**src/rtl/tap_saver.sv**
```systemverilog
// tap_saver: streams a RAM region out as an ORIC TAP image. The image is
// sync bytes, a 9-byte header, a zero-terminated name (up to 15 characters)
// and the data bytes, sent over a valid/ready byte stream.
module tap_saver (
   input  logic        clk_sys,
   input  logic        reset_n,
   input  logic        start,
   input  logic        abort,
   input  logic        prog_asm,
   input  logic        autorun,
   input  logic [15:0] start_addr,
   input  logic [15:0] end_addr,
   input  logic [15:0] name_addr,
   output logic [15:0] mem_addr,
   output logic        mem_rd,
   input  logic [7:0]  mem_data,
   input  logic        mem_ready,
   output logic [7:0]  tap_data,
   output logic        tap_valid,
   input  logic        tap_ready,
   output logic        tap_last,
   output logic [24:0] tap_offset,
   output logic        busy,
   output logic        done,
   output logic        err
);

   typedef enum logic [3:0] {
      S_IDLE, S_SYNC, S_HDR, S_NAME_RD, S_NAME_WAIT, S_NAME_OUT, S_NAME_TERM,
      S_DATA_RD, S_DATA_WAIT, S_DATA_OUT, S_DONE
   } state_t;

   state_t      state_q, state_d;
   logic [3:0]  cnt_q, cnt_d;        // sync / header / name index
   logic [16:0] addr_q, addr_d;      // 17 bits so end_addr=$FFFF cannot wrap
   logic [15:0] start_q, start_d;
   logic [15:0] end_q, end_d;
   logic [15:0] name_q, name_d;
   logic        asm_q, asm_d;
   logic        auto_q, auto_d;
   logic [7:0]  byte_q, byte_d;      // last captured RAM byte
   logic [24:0] offset_q, offset_d;
   logic        err_q, err_d;
   logic        hs;

   assign hs         = tap_valid & tap_ready;
   assign tap_offset = offset_q;
   assign err        = err_q;

   // Outputs decoded from the current state; stable while a byte is stalled.
   always_comb begin
      // NOTE: every combinational output gets a default first so no latch is inferred.
      tap_valid = 1'b0;
      tap_data  = 8'h00;
      tap_last  = 1'b0;
      mem_rd    = 1'b0;
      mem_addr  = 16'h0000;
      busy      = (state_q != S_IDLE) && (state_q != S_DONE);
      done      = (state_q == S_DONE);
      case (state_q)
         S_SYNC: begin
            tap_valid = 1'b1;
            tap_data  = (cnt_q == 4'd3) ? 8'h24 : 8'h16;
         end
         S_HDR: begin
            tap_valid = 1'b1;
            case (cnt_q)
               4'd2:    tap_data = asm_q ? 8'h80 : 8'h00;
               4'd3:    tap_data = !auto_q ? 8'h00 : (asm_q ? 8'h80 : 8'hC7);
               4'd4:    tap_data = end_q[15:8];
               4'd5:    tap_data = end_q[7:0];
               4'd6:    tap_data = start_q[15:8];
               4'd7:    tap_data = start_q[7:0];
               default: tap_data = 8'h00;
            endcase
         end
         S_NAME_RD: begin
            mem_rd   = 1'b1;
            mem_addr = name_q + {12'd0, cnt_q};
         end
         S_NAME_WAIT: mem_addr = name_q + {12'd0, cnt_q};
         S_NAME_OUT: begin
            tap_valid = 1'b1;
            tap_data  = byte_q;
         end
         S_NAME_TERM: tap_valid = 1'b1;
         S_DATA_RD: begin
            mem_rd   = 1'b1;
            mem_addr = addr_q[15:0];
         end
         S_DATA_WAIT: mem_addr = addr_q[15:0];
         S_DATA_OUT: begin
            tap_valid = 1'b1;
            tap_data  = byte_q;
            tap_last  = (addr_q == {1'b0, end_q});
         end
         default: ;
      endcase
   end

   // Next-state logic: parameter latching, sequencing and RAM read handshake.
   always_comb begin
      state_d  = state_q;
      cnt_d    = cnt_q;
      addr_d   = addr_q;
      start_d  = start_q;
      end_d    = end_q;
      name_d   = name_q;
      asm_d    = asm_q;
      auto_d   = auto_q;
      byte_d   = byte_q;
      offset_d = hs ? offset_q + 25'd1 : offset_q;
      err_d    = 1'b0;
      if (abort) begin
         state_d = S_IDLE;
      end else begin
         case (state_q)
            S_IDLE: if (start) begin
               if (start_addr > end_addr) begin
                  err_d = 1'b1;
               end else begin
                  state_d  = S_SYNC;
                  cnt_d    = 4'd0;
                  offset_d = 25'd0;
                  addr_d   = {1'b0, start_addr};
                  start_d  = start_addr;
                  end_d    = end_addr;
                  name_d   = name_addr;
                  asm_d    = prog_asm;
                  auto_d   = autorun;
               end
            end
            S_SYNC: if (hs) begin
               if (cnt_q == 4'd3) begin
                  state_d = S_HDR;
                  cnt_d   = 4'd0;
               end else begin
                  cnt_d = cnt_q + 4'd1;
               end
            end
            S_HDR: if (hs) begin
               if (cnt_q == 4'd8) begin
                  state_d = S_NAME_RD;
                  cnt_d   = 4'd0;
               end else begin
                  cnt_d = cnt_q + 4'd1;
               end
            end
            S_NAME_RD: state_d = S_NAME_WAIT;
            S_NAME_WAIT: if (mem_ready) begin
               if (mem_data == 8'h00) begin
                  state_d = S_NAME_TERM;
               end else begin
                  byte_d  = mem_data;
                  state_d = S_NAME_OUT;
               end
            end
            // The 15th character closes the name without another read.
            S_NAME_OUT: if (hs) begin
               if (cnt_q == 4'd14) begin
                  state_d = S_NAME_TERM;
               end else begin
                  cnt_d   = cnt_q + 4'd1;
                  state_d = S_NAME_RD;
               end
            end
            S_NAME_TERM: if (hs) state_d = S_DATA_RD;
            S_DATA_RD:   state_d = S_DATA_WAIT;
            S_DATA_WAIT: if (mem_ready) begin
               byte_d  = mem_data;
               state_d = S_DATA_OUT;
            end
            S_DATA_OUT: if (hs) begin
               if (addr_q == {1'b0, end_q}) begin
                  state_d = S_DONE;
               end else begin
                  addr_d  = addr_q + 17'd1;
                  state_d = S_DATA_RD;
               end
            end
            S_DONE:  state_d = S_IDLE;
            default: state_d = S_IDLE;
         endcase
      end
   end

   // State and datapath registers.
   always_ff @(posedge clk_sys or negedge reset_n) begin
      if (!reset_n) begin
         state_q  <= S_IDLE;
         cnt_q    <= 4'd0;
         addr_q   <= 17'd0;
         start_q  <= 16'h0000;
         end_q    <= 16'h0000;
         name_q   <= 16'h0000;
         asm_q    <= 1'b0;
         auto_q   <= 1'b0;
         byte_q   <= 8'h00;
         offset_q <= 25'd0;
         err_q    <= 1'b0;
      end else begin
         // NOTE: non-blocking assignments so every flop samples pre-edge values.
         state_q  <= state_d;
         cnt_q    <= cnt_d;
         addr_q   <= addr_d;
         start_q  <= start_d;
         end_q    <= end_d;
         name_q   <= name_d;
         asm_q    <= asm_d;
         auto_q   <= auto_d;
         byte_q   <= byte_d;
         offset_q <= offset_d;
         err_q    <= err_d;
      end
   end

endmodule

```
**config.mk**
```make
export PLATFORM = sky130hd
export DESIGN_NAME = tap_saver
export DESIGN_NICKNAME = d
export VERILOG_FILES = /design/src/rtl/tap_saver.sv
export SDC_FILE = /design/constraint.sdc
export NUM_CORES = 1
export LEC_CHECK = 0
export CORE_MARGIN = 4
export CORE_UTILIZATION = 50
export DETAILED_ROUTE_END_ITERATION = 12
export HOLD_SLACK_MARGIN = 0.02
export PLACE_DENSITY = 0.86
export SLEW_MARGIN = 20
export SYNTH_ARGS = -nofsm -noshare
export SYNTH_HDL_FRONTEND = slang
export SYNTH_SLANG_ARGS = --single-unit
```
**constraint.sdc**
```tcl
create_clock -name clk_sys -period 2.96 [get_ports clk_sys]
set_input_delay 0.592 -clock clk_sys [delete_from_list [all_inputs] [get_ports clk_sys]]
set_output_delay 0.592 -clock clk_sys [all_outputs]
set_load 0.05 [all_outputs]
```
# --- Yosys cells after proc, flatten, opt, wreduce, memory -nomap -nowiden ---
# Index checks and enable logic that the tools add are counted.
op_classes:
  n_addsub: 4
  order_cmp: 1
  n_eq_ne: 42
  n_mux: 53
  n_bitwise: 3
  n_reduce_logical: 17
op_table:
  columns: ["cell", "count"]
  rows:
  - ["25-bit 2-to-1 mux", 5]
  - ["4-bit 2-to-1 mux", 21]
  - ["17-bit 2-to-1 mux", 4]
  - ["8-bit one-hot mux with 6 select lines", 1]
  - ["8-bit 2-to-1 mux", 5]
  - ["4-bit one-hot mux with 10 select lines", 1]
  - ["17-bit one-hot mux with 2 select lines", 1]
  - ["3-bit inequality test, second input constant", 11]
  - ["4-bit by 3-bit == test with 1-bit output, second input constant", 8]
  - ["16-bit one-hot mux with 2 select lines", 1]
  - ["25-bit by 1-bit adder with 25-bit output, second input constant", 1]
  - ["8-bit one-hot mux with 3 select lines", 1]
  - ["2-bit inequality test, second input constant", 11]
  - ["4-bit == test, second input constant", 5]
  - ["17-bit by 1-bit adder with 17-bit output, second input constant", 1]
  - ["17-bit by 16-bit == test with 1-bit output", 1]
  - ["16-bit by 4-bit adder with 16-bit output", 1]
  - ["4-bit by 2-bit == test with 1-bit output, second input constant", 4]
  - ["16-bit greater-than comparator", 1]
  - ["4-bit one-hot mux with 4 select lines", 1]
  - ["8-bit one-hot mux with 2 select lines", 1]
  - ["11-bit AND reduction", 1]
  - ["8-bit logical NOT", 1]
  - ["8-bit AND reduction", 1]
  - ["19 further kinds", 31]
totals:
  ff_bits: 109
  input_bits: 64
  elab_cells: 131

# --- Depth between registers and ports, before layout ---
logic_depth:
  word_depth: 9
  depth_mapped: 12
  mapped_depth_nobuf: 9

# --- Worst setup path before layout ---
# OpenSTA, ideal clock, no wires.
synth_path:
  path_kind: "register to output"
  startpoint: "register cnt_q[1]"
  endpoint: "output tap_data[3]"
  t_arrival_ns: 2.873
  slack_ns: -0.505
  path_stages_with_launch: 8
  n_path_buf: 1
  cell_sequence: "dfrtp_1 -> inv_1 -> ha_1 -> clkbuf_1 -> o21ai_0 -> a2111oi_2 -> nand3b_1 -> o21ai_0"
synth_via:
  elab_chain_len: 3
  word_cells_on_any_way: 8
synth_rtl:
  columns: ["element", "line", "rtl"]
  rows:
  - ["from (decl)", "34", "logic [3:0] cnt_q, cnt_d;"]
  - ["from (signal assigned)", "204", "cnt_q <= cnt_d;"]
  - ["4-bit by 3-bit == test with 1-bit output / 4-bit by 2-bit == test with 1-bit output (equally long branches)", "67", "case (cnt_q)"]
  - ["8-bit one-hot mux with 6 select lines (*)", "67", null]
  - ["8-bit one-hot mux with 3 select lines (*)", "60", "case (state_q)"]
  - ["to (decl)", "18", "output logic [7:0] tap_data,"]
# Mark *: on every way between the ends. The rest lies on a longest branch, timed or not.

# --- Worst setup path in the final report ---
layout_path:
  startpoint: "register cnt_q[0]"
  endpoint: "output mem_addr[14]"
layout_via:
  elab_chain_len: 2
layout_rtl:
  columns: ["element", "line", "rtl"]
  rows:
  - ["16-bit by 4-bit adder with 16-bit output", "79, 81", null]
  - ["16-bit one-hot mux with 2 select lines", "60", null]
  - ["to (decl)", "14", "output logic [15:0] mem_addr,"]
# Every way passes these cells.

==> impl_metrics.tcl <==
set metrics [dict create \
    status "finished, violations left" \
    violations "negative setup slack" \
    yosys-top-cells-area "dfrtp_1, mux2_2, ha_1, xor2_1, nand2_1" \
    nFillCells 861 \
    endpoint "mem_addr[14]" \
    wl_met1_mm 9.10 \
    wl_met3_mm 2.04 \
    min_period_ns 3.14 \
    die-area_mm2 0.0155 \
    vias_per_cell 6.28 \
    worstPathRequired_ns 2.37 \
    finalMaxSlewViolations 0 \
    clock_sinks 109 \
    rsz0062_at_grt "yes" \
    holdWs_ns 0.314 \
    cts_tree "built" \
    area_growth_pct 43.0 \
    worst_slack_ns -0.178 \
    drv_cap 0 \
    drt_iter0_drc 1002 \
    min_path_type "in -> async" \
    io_pins 119 \
    hold_viol 0 \
    crit_type "reg -> out" \
    clock_skew_ns 0.00701 \
    endpoint_kind "primary output" \
    rrSetupSlack_ns 0.28 \
    yosys.area.top_type "dfrtp_1" \
    synth_cell_types 60 \
    synth-seq-cells 109 \
    setup_viol 20 \
    startpoint "cnt_q[0]" \
    synth.net_count 816 \
    drc 0 \
    final_cell_mix "dfrtp_1, clkdlybuf4s50_1, buf_4" \
    dr.max_layer_used "met4" \
    port_buffers 118 \
    r2r-start "state_q[0]" \
    slew_headroom_pct 46.2 \
    dpl.cell_count 1040 \
    grt_max_degree 58 \
    synthArstFlopShare_pct 100 \
    cp.arrival_ns 2.55 \
    firstDrtPassIters 5 \
    dr_wl_met2_mm 11.2 \
    synth_edf_count 0 \
    track_usage_pct 27.3 \
    syn_area_mm2 0.00678 \
    grt_pass1_wl_mm 34.1 \
    dpl_cell_area_mm2 0.00868 \
    rows 42 \
    critPathLaunchType "register" \
    worst_pin_slew_ns 0.806 \
    place_congestion 0.965 \
    final_nets 989 \
    max_freq_ghz 0.319 \
    synth_ff_type "dfrtp_1" \
    power.density_mw_per_mm2 772 \
    wl_mm 23.5 \
    grt_pass1_vias 6409 \
    wl_per_cell_um 21.8 \
    peakVddDrop_uv 588 \
    core_mm2 0.0132 \
    instances_no_fill 1078 \
    drive_gt1_share_pct 29.5 \
    worst-r2r-cell-count 7 \
    antenna_found_initial 0 \
    ys_seq_area_share_pct 40.3 \
    synth_warnings 0 \
    clkSlewWorstSetupHoldPaths_ns 0.07 \
    holdBufCountCts 0 \
    netlist_instances 725 \
    place_worst_setup_slack_ns -0.489 \
    ant_nets 0 \
    root_buffer "clkbuf_16" \
    clk_latency_ns 0.36 \
    die_x_um 124 \
    synth_top_area_share_pct 40.3 \
    gr-total-overflow 0 \
    die_height_um 124 \
    syn_area_per_cell_um2 9.35 \
    final_common_cell "dfrtp_1" \
    cts_buffers 9 \
    post-dp-hpwl_mm 15.4 \
    diodes 0 \
    period_share_pct 106 \
    p_leak_nw 4.14 \
    worstPathMaxFanout 4 \
    htree_levels 3 \
    vias 6773 \
    r2r_end "addr_q[10]" \
    design_area_mm2 0.00969 \
    start_util_pct 51.2 \
    clock_path_buffers 2 \
]
## per-stage QoR
| step | utilization, % | total power [mW] | TNS [ns] |
|---|---|---|---|
| final | 73.2 | 7.48 | -1.34 |
| after CTS | 69.2 | 7.02 | -0.113 |
| after global routing | 73.2 | 7.81 | -2.32 |
| after detailed placement | 65.6 | 5.65 | -37.55 |
| after global placement | 65.6 | 5.52 | -26.76 |
| after floorplan | - | 4.52 | -0.362 |
## synthesized netlist by cell type, types with 12 or more instances
cell	n
dfrtp_1	109
ha_1	26
a21oi_1	41
clkbuf_1	16
nand3_1	23
nor3_1	12
nor2_1	56
mux2_2	60
and3_1	12
nand2_1	72
inv_1	29
o21ai_0	53
xnor2_1	17
a31oi_1	16
buf_2	13
xor2_1	34
nand4_1	17
## kinds of logic after synthesis
kind of cell	share of synthesized area, %
adder cells (fa/ha/maj)	5.39
AO/OA/AOI/OAI	15.4
flip-flops	40.3
XOR/XNOR	7.07
AND/OR/NAND/NOR	17.2
multiplexers	10.3
buffers and inverters	4.39
## report_power, final
| group | switching, mW | internal, mW | total [mW] |
|---|---|---|---|
| registers | 0.740 | 2.03 | 2.77 |
| clock network | 0.586 | 0.682 | 1.27 |
| logic | 1.79 | 1.65 | 3.44 |
## critical path, stage by stage, from the launching register on
cell and delay [ns]:
dfrtp_1 0.44, ha_2 0.22, fa_2 0.37, a21o_1 0.17, a21oi_2 0.18, buf_6 0.16, nor3_2 0.05, nand2_1 0.09
xor2_1 0.22, o21ai_2 0.12, buf_12 0.17
## what timing repair did
item,CTS,global route
gates cloned,0,3
buffers inserted,6,14
hold endpoints to repair,0,0
setup endpoints to repair,104,111
gates resized for setup,34,79
pin swaps,18,27
## flip-flops by register name (all words and copies together) (netlist names)
signal,cells
cnt_q,4
name_q,16
addr_q,17
asm_q,1
end_q,16
auto_q,1
start_q,16
state_q,4
err,1
tap_offset,25
byte_q,8
## area by class of cell
cell class	instances	area, µm²	share of cell area (%)
repair buffers	198	2180	22.5
clock buffers	11	243	2.50
clock inverters	4	56.3	0.581
flip-flops and latches	109	2730	28.2
well taps	176	220	2.27
multi-input cells	551	4150	42.8
inverters	29	116	1.20
## metal layers
layer | vias up | global-route usage, %
met2 | 458 | 43.1
li1 | 2939 | -
met5 | - | 0
met4 | 0 | 12.5
met1 | 3258 | 37.0
met3 | 118 | 4.50
## worst min-delay path by stage
stage | start | endpoint | slack (ns) | depth (start not counted)
after floorplan | reset_n | addr_q[0] | 0.30 | 0
after global placement | byte_q[2] | byte_q[2] | 0.49 | 1
after detailed placement | start_q[15] | start_q[15] | 0.50 | 1
after CTS | reset_n | end_q[4] | 0.35 | 1
after global routing | reset_n | name_q[5] | 0.37 | 1
final | reset_n | name_q[7] | 0.31 | 1
Power figures use the tool's default switching activity.
